===== config.mk =====
export PLATFORM = sky130hd
export DESIGN_NAME = frv_pipeline_writeback
export DESIGN_NICKNAME = d
export VERILOG_FILES = /design/src/rtl/frv_pipeline_writeback_pkg.sv /design/src/rtl/frv_pipeline_writeback_load_format.sv /design/src/rtl/frv_pipeline_writeback.sv
export SDC_FILE = /design/constraint.sdc
export NUM_CORES = 1
export LEC_CHECK = 0
export CAP_MARGIN = 20
export CORE_UTILIZATION = 37
export DETAILED_ROUTE_END_ITERATION = 8
export HOLD_SLACK_MARGIN = 0.08
export PLACE_DENSITY_LB_ADDON = 0.2
export SETUP_SLACK_MARGIN = 0.3
export SLEW_MARGIN = 20
export SYNTH_ARGS = -nofsm -noshare
export SYNTH_HDL_FRONTEND = slang
export SYNTH_SLANG_ARGS = --single-unit

===== constraint.sdc =====
create_clock -name g_clk -period 2.3 [get_ports g_clk]
set_input_delay 0.575 -clock g_clk [delete_from_list [all_inputs] [get_ports g_clk]]
set_output_delay 0.575 -clock g_clk [all_outputs]
set_load 0.02 [all_outputs]

===== src/rtl/frv_pipeline_writeback_pkg.sv =====
// Shared encodings for the writeback stage: functional units, LSU micro-op bits,
// wide-op codes, trap causes, FSM states and the registered control payload.
package frv_pipeline_writeback_pkg;

   localparam int unsigned OP = 4;
   localparam int unsigned FU = 7;

   localparam int unsigned P_FU_ALU = 0;
   localparam int unsigned P_FU_MUL = 1;
   localparam int unsigned P_FU_LSU = 2;
   localparam int unsigned P_FU_CFU = 3;
   localparam int unsigned P_FU_CSR = 4;
   localparam int unsigned P_FU_ASI = 5;
   localparam int unsigned P_FU_BIT = 6;
   localparam int unsigned P_FU_RNG = 7;

   localparam int unsigned LSU_SIGNED   = 0;
   localparam int unsigned LSU_LOAD     = 1;
   localparam int unsigned LSU_STORE    = 2;
   localparam int unsigned LSU_MMIO_BIT = 4;

   localparam logic [1:0] LSU_BYTE = 2'b01;
   localparam logic [1:0] LSU_HALF = 2'b10;
   localparam logic [1:0] LSU_WORD = 2'b11;

   localparam logic [OP:0] BIT_RORW = 5'd8;
   localparam logic [OP:0] MUL_MADD = 5'd12;
   localparam logic [OP:0] MUL_MSUB = 5'd13;
   localparam logic [OP:0] MUL_MACC = 5'd14;
   localparam logic [OP:0] MUL_MMUL = 5'd15;

   localparam logic [5:0] TRAP_LDACCESS = 6'd5;
   localparam logic [5:0] TRAP_STACCESS = 6'd7;

   typedef enum logic [0:0] {
      WB_IDLE = 1'b0,
      WB_WAIT = 1'b1
   } wb_state_t;

   typedef struct packed {
      logic       trap;
      logic [5:0] cause;
      logic       retire;
      logic       wen;
      logic       wide;
      logic [4:0] rd;
   } wb_ctl_t;

   // Ops whose result spans two registers (hi half carried on opr_b).
   function automatic logic is_wide_op(input logic [FU:0] fu, input logic [OP:0] uop);
      return (fu[P_FU_MUL] && (uop == MUL_MADD || uop == MUL_MSUB ||
                               uop == MUL_MACC || uop == MUL_MMUL)) ||
             (fu[P_FU_BIT] && uop == BIT_RORW);
   endfunction

endpackage


===== src/rtl/frv_pipeline_writeback_load_format.sv =====
// Aligns and extends load data: byte/half selected by the low address bits.
module frv_load_format
   import frv_pipeline_writeback_pkg::*;
#(
   parameter int unsigned XLEN = 32
) (
   input  logic [XLEN-1:0] rdata,
   input  logic [1:0]      addr,
   input  logic [1:0]      size,
   input  logic            sext,
   output logic [XLEN-1:0] data_c
);

   logic [XLEN-1:0] byte_sh;
   logic [XLEN-1:0] half_sh;

   always_comb begin
      byte_sh = rdata >> {addr, 3'b000};
      half_sh = rdata >> {addr[1], 4'b0000};
      data_c  = rdata;
      case (size)
         LSU_BYTE: data_c = {{(XLEN-8){sext & byte_sh[7]}}, byte_sh[7:0]};
         LSU_HALF: data_c = {{(XLEN-16){sext & half_sh[15]}}, half_sh[15:0]};
         default:  data_c = rdata;
      endcase
   end

endmodule


===== src/rtl/frv_pipeline_writeback.sv =====
// Pipeline stage 4: completes instructions, waits for/buffers memory responses,
// and produces one-cycle register-file write, retire and trap pulses.
module frv_pipeline_writeback
   import frv_pipeline_writeback_pkg::*;
#(
   parameter int unsigned XLEN = 32
) (
   input  logic            g_clk,
   input  logic            g_resetn,
   input  logic            flush,
   input  logic [4:0]      s4_rd,
   input  logic [XLEN-1:0] s4_opr_a,
   input  logic [XLEN-1:0] s4_opr_b,
   input  logic [OP:0]     s4_uop,
   input  logic [FU:0]     s4_fu,
   input  logic            s4_trap,
   input  logic [1:0]      s4_size,
   input  logic [31:0]     s4_instr,
   input  logic            s4_valid,
   output logic            s4_busy,
   input  logic            dmem_recv,
   input  logic            dmem_error,
   input  logic [XLEN-1:0] dmem_rdata,
   input  logic [XLEN-1:0] mmio_rdata,
   input  logic            mmio_error,
   output logic            hold_lsu_req,
   output logic            gpr_wen,
   output logic            gpr_wide,
   output logic [4:0]      gpr_rd,
   output logic [XLEN-1:0] gpr_wdata,
   output logic [XLEN-1:0] gpr_wdata_hi,
   output logic            trap_raise,
   output logic [5:0]      trap_cause,
   output logic            retire
);

   wb_state_t       state_q, state_d;
   logic            buf_valid_q, buf_valid_d;
   logic            buf_err_q, buf_err_d;
   logic [XLEN-1:0] buf_data_q, buf_data_d;
   logic            drop_pend_q, drop_pend_d;
   logic            rsp_ovf_q, rsp_ovf_d;
   wb_ctl_t         ctl_q, ctl_d;
   logic [XLEN-1:0] wdata_q, wdata_d;
   logic [XLEN-1:0] wdata_hi_q, wdata_hi_d;

   logic            fu_lsu, mmio, lsu_mem, complete, fire;
   logic            use_buf, take_recv, unsolicited;
   logic            rsp_err;
   logic [XLEN-1:0] rsp_data, load_data;

   assign fu_lsu      = s4_fu[P_FU_LSU];
   assign mmio        = s4_opr_a[LSU_MMIO_BIT];
   assign lsu_mem     = s4_valid && fu_lsu && !s4_trap && !mmio;
   assign complete    = s4_valid && (s4_trap || !fu_lsu || mmio || dmem_recv || buf_valid_q);
   assign fire        = complete && !flush;
   assign use_buf     = lsu_mem && buf_valid_q;
   assign take_recv   = lsu_mem && !buf_valid_q && dmem_recv;
   assign unsolicited = dmem_recv && !take_recv;

   // The buffered response always predates a live one, so it is served first.
   assign rsp_data = mmio ? mmio_rdata : (buf_valid_q ? buf_data_q : dmem_rdata);
   assign rsp_err  = mmio ? mmio_error : (buf_valid_q ? buf_err_q  : dmem_error);

   assign s4_busy      = s4_valid && !complete;
   assign hold_lsu_req = buf_valid_q || (state_q == WB_WAIT);

   frv_load_format #(.XLEN(XLEN)) u_fmt (
      .rdata  (rsp_data),
      .addr   (s4_opr_b[1:0]),
      .size   (s4_size),
      .sext   (s4_uop[LSU_SIGNED]),
      .data_c (load_data)
   );

   always_ff @(posedge g_clk or negedge g_resetn) begin
      if (!g_resetn) state_q <= WB_IDLE;
      else           state_q <= state_d;
   end

   always_comb begin
      state_d     = state_q;
      buf_valid_d = buf_valid_q;
      buf_err_d   = buf_err_q;
      buf_data_d  = buf_data_q;
      drop_pend_d = drop_pend_q;
      rsp_ovf_d   = rsp_ovf_q;
      ctl_d       = '0;
      wdata_d     = '0;
      wdata_hi_d  = '0;

      case (state_q)
         WB_IDLE: if (lsu_mem && !buf_valid_q && !dmem_recv && !flush) state_d = WB_WAIT;
         WB_WAIT: if (dmem_recv || flush)                              state_d = WB_IDLE;
         default: state_d = WB_IDLE;
      endcase

      if (use_buf) buf_valid_d = 1'b0;

      // Responses nobody is waiting for: discard if owed to a flushed op, else buffer.
      if (unsolicited) begin
         if (drop_pend_q) begin
            drop_pend_d = 1'b0;
         end else if (buf_valid_q && !use_buf) begin
            rsp_ovf_d = 1'b1;
         end else begin
            buf_valid_d = 1'b1;
            buf_err_d   = dmem_error;
            buf_data_d  = dmem_rdata;
         end
      end

      if (flush) begin
         buf_valid_d = 1'b0;
         if (state_q == WB_WAIT && !dmem_recv) drop_pend_d = 1'b1;
      end

      if (fire) begin
         if (s4_trap) begin
            ctl_d.trap  = 1'b1;
            ctl_d.cause = {1'b0, s4_rd};
         end else if (fu_lsu && rsp_err) begin
            ctl_d.trap  = 1'b1;
            ctl_d.cause = s4_uop[LSU_LOAD] ? TRAP_LDACCESS : TRAP_STACCESS;
         end else begin
            ctl_d.retire = 1'b1;
            if ((!fu_lsu || s4_uop[LSU_LOAD]) && s4_rd != 5'd0) begin
               ctl_d.wen = 1'b1;
               ctl_d.rd  = s4_rd;
               wdata_d   = fu_lsu ? load_data : s4_opr_a;
               if (!fu_lsu && is_wide_op(s4_fu, s4_uop)) begin
                  ctl_d.wide = 1'b1;
                  wdata_hi_d = s4_opr_b;
               end
            end
         end
      end
   end

   always_ff @(posedge g_clk or negedge g_resetn) begin
      if (!g_resetn) begin
         buf_valid_q <= 1'b0;
         buf_err_q   <= 1'b0;
         buf_data_q  <= '0;
         drop_pend_q <= 1'b0;
         rsp_ovf_q   <= 1'b0;
         ctl_q       <= '0;
         wdata_q     <= '0;
         wdata_hi_q  <= '0;
      end else begin
         buf_valid_q <= buf_valid_d;
         buf_err_q   <= buf_err_d;
         buf_data_q  <= buf_data_d;
         drop_pend_q <= drop_pend_d;
         rsp_ovf_q   <= rsp_ovf_d;
         ctl_q       <= ctl_d;
         wdata_q     <= wdata_d;
         wdata_hi_q  <= wdata_hi_d;
      end
   end

   assign gpr_wen      = ctl_q.wen;
   assign gpr_wide     = ctl_q.wide;
   assign gpr_rd       = ctl_q.rd;
   assign gpr_wdata    = wdata_q;
   assign gpr_wdata_hi = wdata_hi_q;
   assign trap_raise   = ctl_q.trap;
   assign trap_cause   = ctl_q.cause;
   assign retire       = ctl_q.retire;

   // Instruction word, other unit selects and the overflow flag are debug-only here.
   logic unused_sigs;
   assign unused_sigs = ^{s4_instr, s4_fu, rsp_ovf_q, s4_uop[LSU_STORE]};

endmodule


==> impl_metrics.xml <==
<?xml version="1.0" encoding="UTF-8"?>
<metrics>
  <group name="setup_path">
    <metric name="worstReg2RegStart" unit="">buf_valid_q</metric>
    <metric name="worst_setup_path_start_kind" unit="">primary input</metric>
    <metric name="worstPathMaxFanout" unit="">16</metric>
    <metric name="cp-endpoint" unit="">gpr_wdata[30]</metric>
    <metric name="required_time_of_the_critical_path" unit="ns">2.60</metric>
    <metric name="crit_type" unit="">in -&gt; reg</metric>
    <metric name="worst_setup_path_startpoint" unit="">dmem_rdata[7]</metric>
    <metric name="crit_path_end_kind" unit="">register</metric>
    <metric name="regToRegSetupSlack" unit="ns">0.07</metric>
    <metric name="worstReg2RegEnd" unit="">gpr_wdata[9]</metric>
    <metric name="arrival" unit="ns">2.54</metric>
    <metric name="reg2regPathDepth" unit="">7</metric>
  </group>
  <group name="grt">
    <metric name="grt_first_pass_wirelength" unit="um">26160</metric>
    <metric name="antenna_found_initial" unit="">0</metric>
    <metric name="grt_overflow_total" unit="">0</metric>
    <metric name="globalRouteTotalUtil" unit="%">23.81</metric>
    <metric name="pin_count_of_the_biggest_net_entering_global_routing" unit="">53</metric>
    <metric name="first_global_vias" unit="">4920</metric>
  </group>
  <group name="synthesis">
    <metric name="synth_xor_area_share" unit="%">0</metric>
    <metric name="synth-seq-area-share" unit="%">53.26</metric>
    <metric name="ys_async_sr_fraction" unit="%">100.0</metric>
    <metric name="synth_edf_count" unit="">0</metric>
    <metric name="synth_compound_area_share" unit="%">12.50</metric>
    <metric name="synthFlopType" unit="">dfrtp_1</metric>
    <metric name="combinational_family_with_the_most_area_after_synthesis" unit="">multiplexers</metric>
    <metric name="synth_seq_cells" unit="">114</metric>
    <metric name="syn_area_per_cell" unit="um2">11.23</metric>
    <metric name="post_synth_fa_ha_maj_area_fraction" unit="%">0.4672</metric>
    <metric name="synth_simple_gate_area_share" unit="%">12.82</metric>
    <metric name="muxShareOfSynthArea" unit="%">17.80</metric>
    <metric name="post_syn_nets" unit="">667</metric>
    <metric name="yosys.cell_types.count" unit="">43</metric>
    <metric name="netlist_instances" unit="">477</metric>
    <metric name="netlist_area" unit="mm2">0.005356</metric>
    <metric name="synthesis.yosys.warnings" unit="">0</metric>
  </group>
  <group name="die">
    <metric name="die_area" unit="mm2">0.01496</metric>
    <metric name="floorplan.io_pins" unit="">269</metric>
    <metric name="chipHeight" unit="um">122.3</metric>
    <metric name="core-area" unit="mm2">0.01399</metric>
    <metric name="floorplan.die.width" unit="um">122.3</metric>
    <metric name="std_cell_rows" unit="">43</metric>
    <metric name="start_util" unit="%">38.29</metric>
  </group>
  <group name="route">
    <metric name="drcViolationCount" unit="">0</metric>
    <metric name="via_count" unit="">4841</metric>
    <metric name="totalWireLength" unit="um">17820</metric>
    <metric name="viasPerCell" unit="">5.101</metric>
    <metric name="ant_nets" unit="">0</metric>
    <metric name="drt_iter0_drc" unit="">299</metric>
    <metric name="detail_route.first_pass.iterations" unit="">5</metric>
    <metric name="average_detailed_routed_wire_length_per_instance" unit="um">18.78</metric>
  </group>
  <group name="cts">
    <metric name="clock_sink_count" unit="">114</metric>
    <metric name="tritoncts" unit="">built</metric>
    <metric name="clk_pin_slew_worst_paths" unit="ns">0.05</metric>
    <metric name="cts_root_buffer" unit="">clkbuf_16</metric>
    <metric name="clock_buffer_count_from_cts" unit="">17</metric>
    <metric name="cts.htree.levels" unit="">4</metric>
    <metric name="clock_path_buffers" unit="">2</metric>
    <metric name="clock_insertion_delay_worst_skew" unit="ns">0.41</metric>
  </group>
  <group name="sta">
    <metric name="final_hold_viol_count" unit="">0</metric>
    <metric name="finalWorstSetupSlack" unit="ns">0.05498</metric>
    <metric name="setup_viol_count_final" unit="">0</metric>
    <metric name="clock_skews" unit="ns">0.006708</metric>
    <metric name="layout_min_cycle_time" unit="ns">2.245</metric>
    <metric name="unrepaired_setup_endpoints_after_global_routing" unit="">true</metric>
    <metric name="fmax" unit="MHz">445.4</metric>
    <metric name="layout_worst_path_cycle_share" unit="%">97.61</metric>
    <metric name="timing.final.max_slew_violations" unit="">0</metric>
  </group>
  <group name="final_layout">
    <metric name="mostFrequentLayoutCells" unit="">clkdlybuf4s50_1, dfrtp_1, nand2_1</metric>
    <metric name="drive_above_1_share" unit="%">24.97</metric>
    <metric name="finalInstanceArea" unit="mm2">0.009363</metric>
    <metric name="count_of_fill_cells_added_during_filler_insertion" unit="">1066</metric>
    <metric name="inserted_diodes" unit="">0</metric>
    <metric name="final_common_cell" unit="">clkdlybuf4s50_1</metric>
    <metric name="final_nets" unit="">946</metric>
    <metric name="area_added_between_synthesis_and_finish" unit="%">74.80</metric>
  </group>
  <group name="min_path">
    <metric name="hold_path_class" unit="">in -&gt; async</metric>
  </group>
  <group name="placement">
    <metric name="gp_congestion" unit="">0.8344</metric>
    <metric name="hpwlAfterDp" unit="um">12940</metric>
    <metric name="placement.io_buffers" unit="">230</metric>
    <metric name="cell_area_after_placement" unit="mm2">0.008384</metric>
    <metric name="place_ws" unit="ns">-0.8092</metric>
  </group>
  <group name="pwr">
    <metric name="power" unit="mW">6.359</metric>
    <metric name="power.leakage" unit="nW">4.192</metric>
    <metric name="total_power_density_per_cell_area" unit="mW/mm2">679.2</metric>
    <metric name="vdd_ir_max" unit="mV">0.5077</metric>
  </group>
  <group name="job">
    <metric name="max_cap_violations" unit="">0</metric>
  </group>
  <group name="run_status">
    <metric name="status" unit="">finished clean</metric>
  </group>
</metrics>
==> how the worst min path moves through the flow <==
stage / end / from / slack [ns] / cells past startpoint
after floorplan: buf_data_q[0] / g_resetn / 0.28 / 0
after global placement: buf_data_q[18] / buf_data_q[18] / 0.49 / 1
after detailed placement: buf_data_q[28] / buf_data_q[28] / 0.50 / 1
after CTS: gpr_wdata_hi[18] / g_resetn / 0.12 / 1
after global routing: gpr_wdata_hi[18] / g_resetn / 0.13 / 1
final: gpr_wdata_hi[18] / g_resetn / 0.12 / 1
==> power breakdown <==
part	total, mW	internal (mW)	switching [mW]
Combinational	1.13	0.649	0.482
Clock	3.04	2.11	0.924
Sequential	2.19	2.13	0.0654
==> synth_stat cells, types with 3 or more instances <==
cell type / number / area share, %
dfrtp_1: 114 / 53
nand2_1: 50 / 3.5
mux2_2: 42 / 8.8
and2_1: 37 / 4.3
mux2i_1: 33 / 6.2
o21ai_0: 23 / 2.1
nor2_1: 19 / 1.3
a22o_1: 17 / 2.8
a31oi_1: 16 / 1.9
clkbuf_1: 15 / 1.1
a21oi_1: 14 / 1.3
nand2b_1: 11 / 1.3
buf_2: 9 / 0.84
o211ai_1: 9 / 1.3
mux2_1: 8 / 1.7
o21ai_1: 8 / 0.75
o221ai_1: 7 / 1.1
inv_1: 6 / 0.42
nor2b_1: 4 / 0.47
nor3_1: 3 / 0.28
or4_1: 3 / 0.42
==> layout make-up <==
class / instances / area (um2) / share of cell area (%)
repair buffers: 288 / 2893 / 30.90
flip-flops and latches: 114 / 2854 / 30.48
multi-input cells: 326 / 2655 / 28.36
clock buffers: 22 / 474.2 / 5.065
well taps: 180 / 225.2 / 2.405
clock inverters: 10 / 202.7 / 2.165
inverters: 8 / 42.54 / 0.4544
repair inverters: 1 / 16.27 / 0.1737
==> repair_timing <==
| item | CTS | global route |
|---|---|---|
| gates cloned | 2 | 1 |
| setup buffers | 5 | 3 |
| endpoints found under the setup margin | 103 | 50 |
| pin swaps | 8 | 7 |
| gates resized for setup | 48 | 36 |
| hold endpoints to repair | 0 | 0 |
| hold buffers | 0 | 0 |
==> registers in the layout, indices dropped and copies added, names as in the netlist <==
register      flops
gpr_rd            5
trap_cause        5
buf_err_q         1
gpr_wide          1
buf_valid_q       1
trap_raise        1
buf_data_q       32
gpr_wdata_hi     32
state_q           1
gpr_wen           1
gpr_wdata        32
drop_pend_q       1
retire            1
==> critical path, stage by stage <==
cell and delay (ns):
clkdlybuf4s50_1 0.44, mux2_2 0.31, mux4_2 0.53, a22oi_2 0.23, a21oi_4 0.09, buf_12 0.15
a22o_1 0.20
==> metal layers <==
metal	GRT usage (%)	wire length, um	vias to the layer above
li1	-	-	2256
met2	39.36	8950	197
met5	0	0	-
met4	11.81	563	0
met3	4.972	1050	40
met1	29.44	7255	2348
==> metrics by stage <==
step / instances / utilization [%] / TNS (ns) / hold slack, ns
final: 949 / 66.93 / 0 / 0.1198
after global routing: 949 / 66.93 / 0 / 0.1332
after CTS: 945 / 65.77 / 0 / 0.1206
after detailed placement: 906 / 59.94 / -39.31 / 0.4958
after global placement: 906 / 59.94 / -35.65 / 0.4877
after floorplan: 477 / - / 0 / 0.2794
==> cells by family after synthesis <==
logic type	after synthesis
muxes	86
and+or+nand+nor	136
DFF	114
AOI/OAI and AO/OA	101
buffers and inverters	37
adders and majority gates	2
other	1
Note: power is estimated with default switching activity, not from simulation.
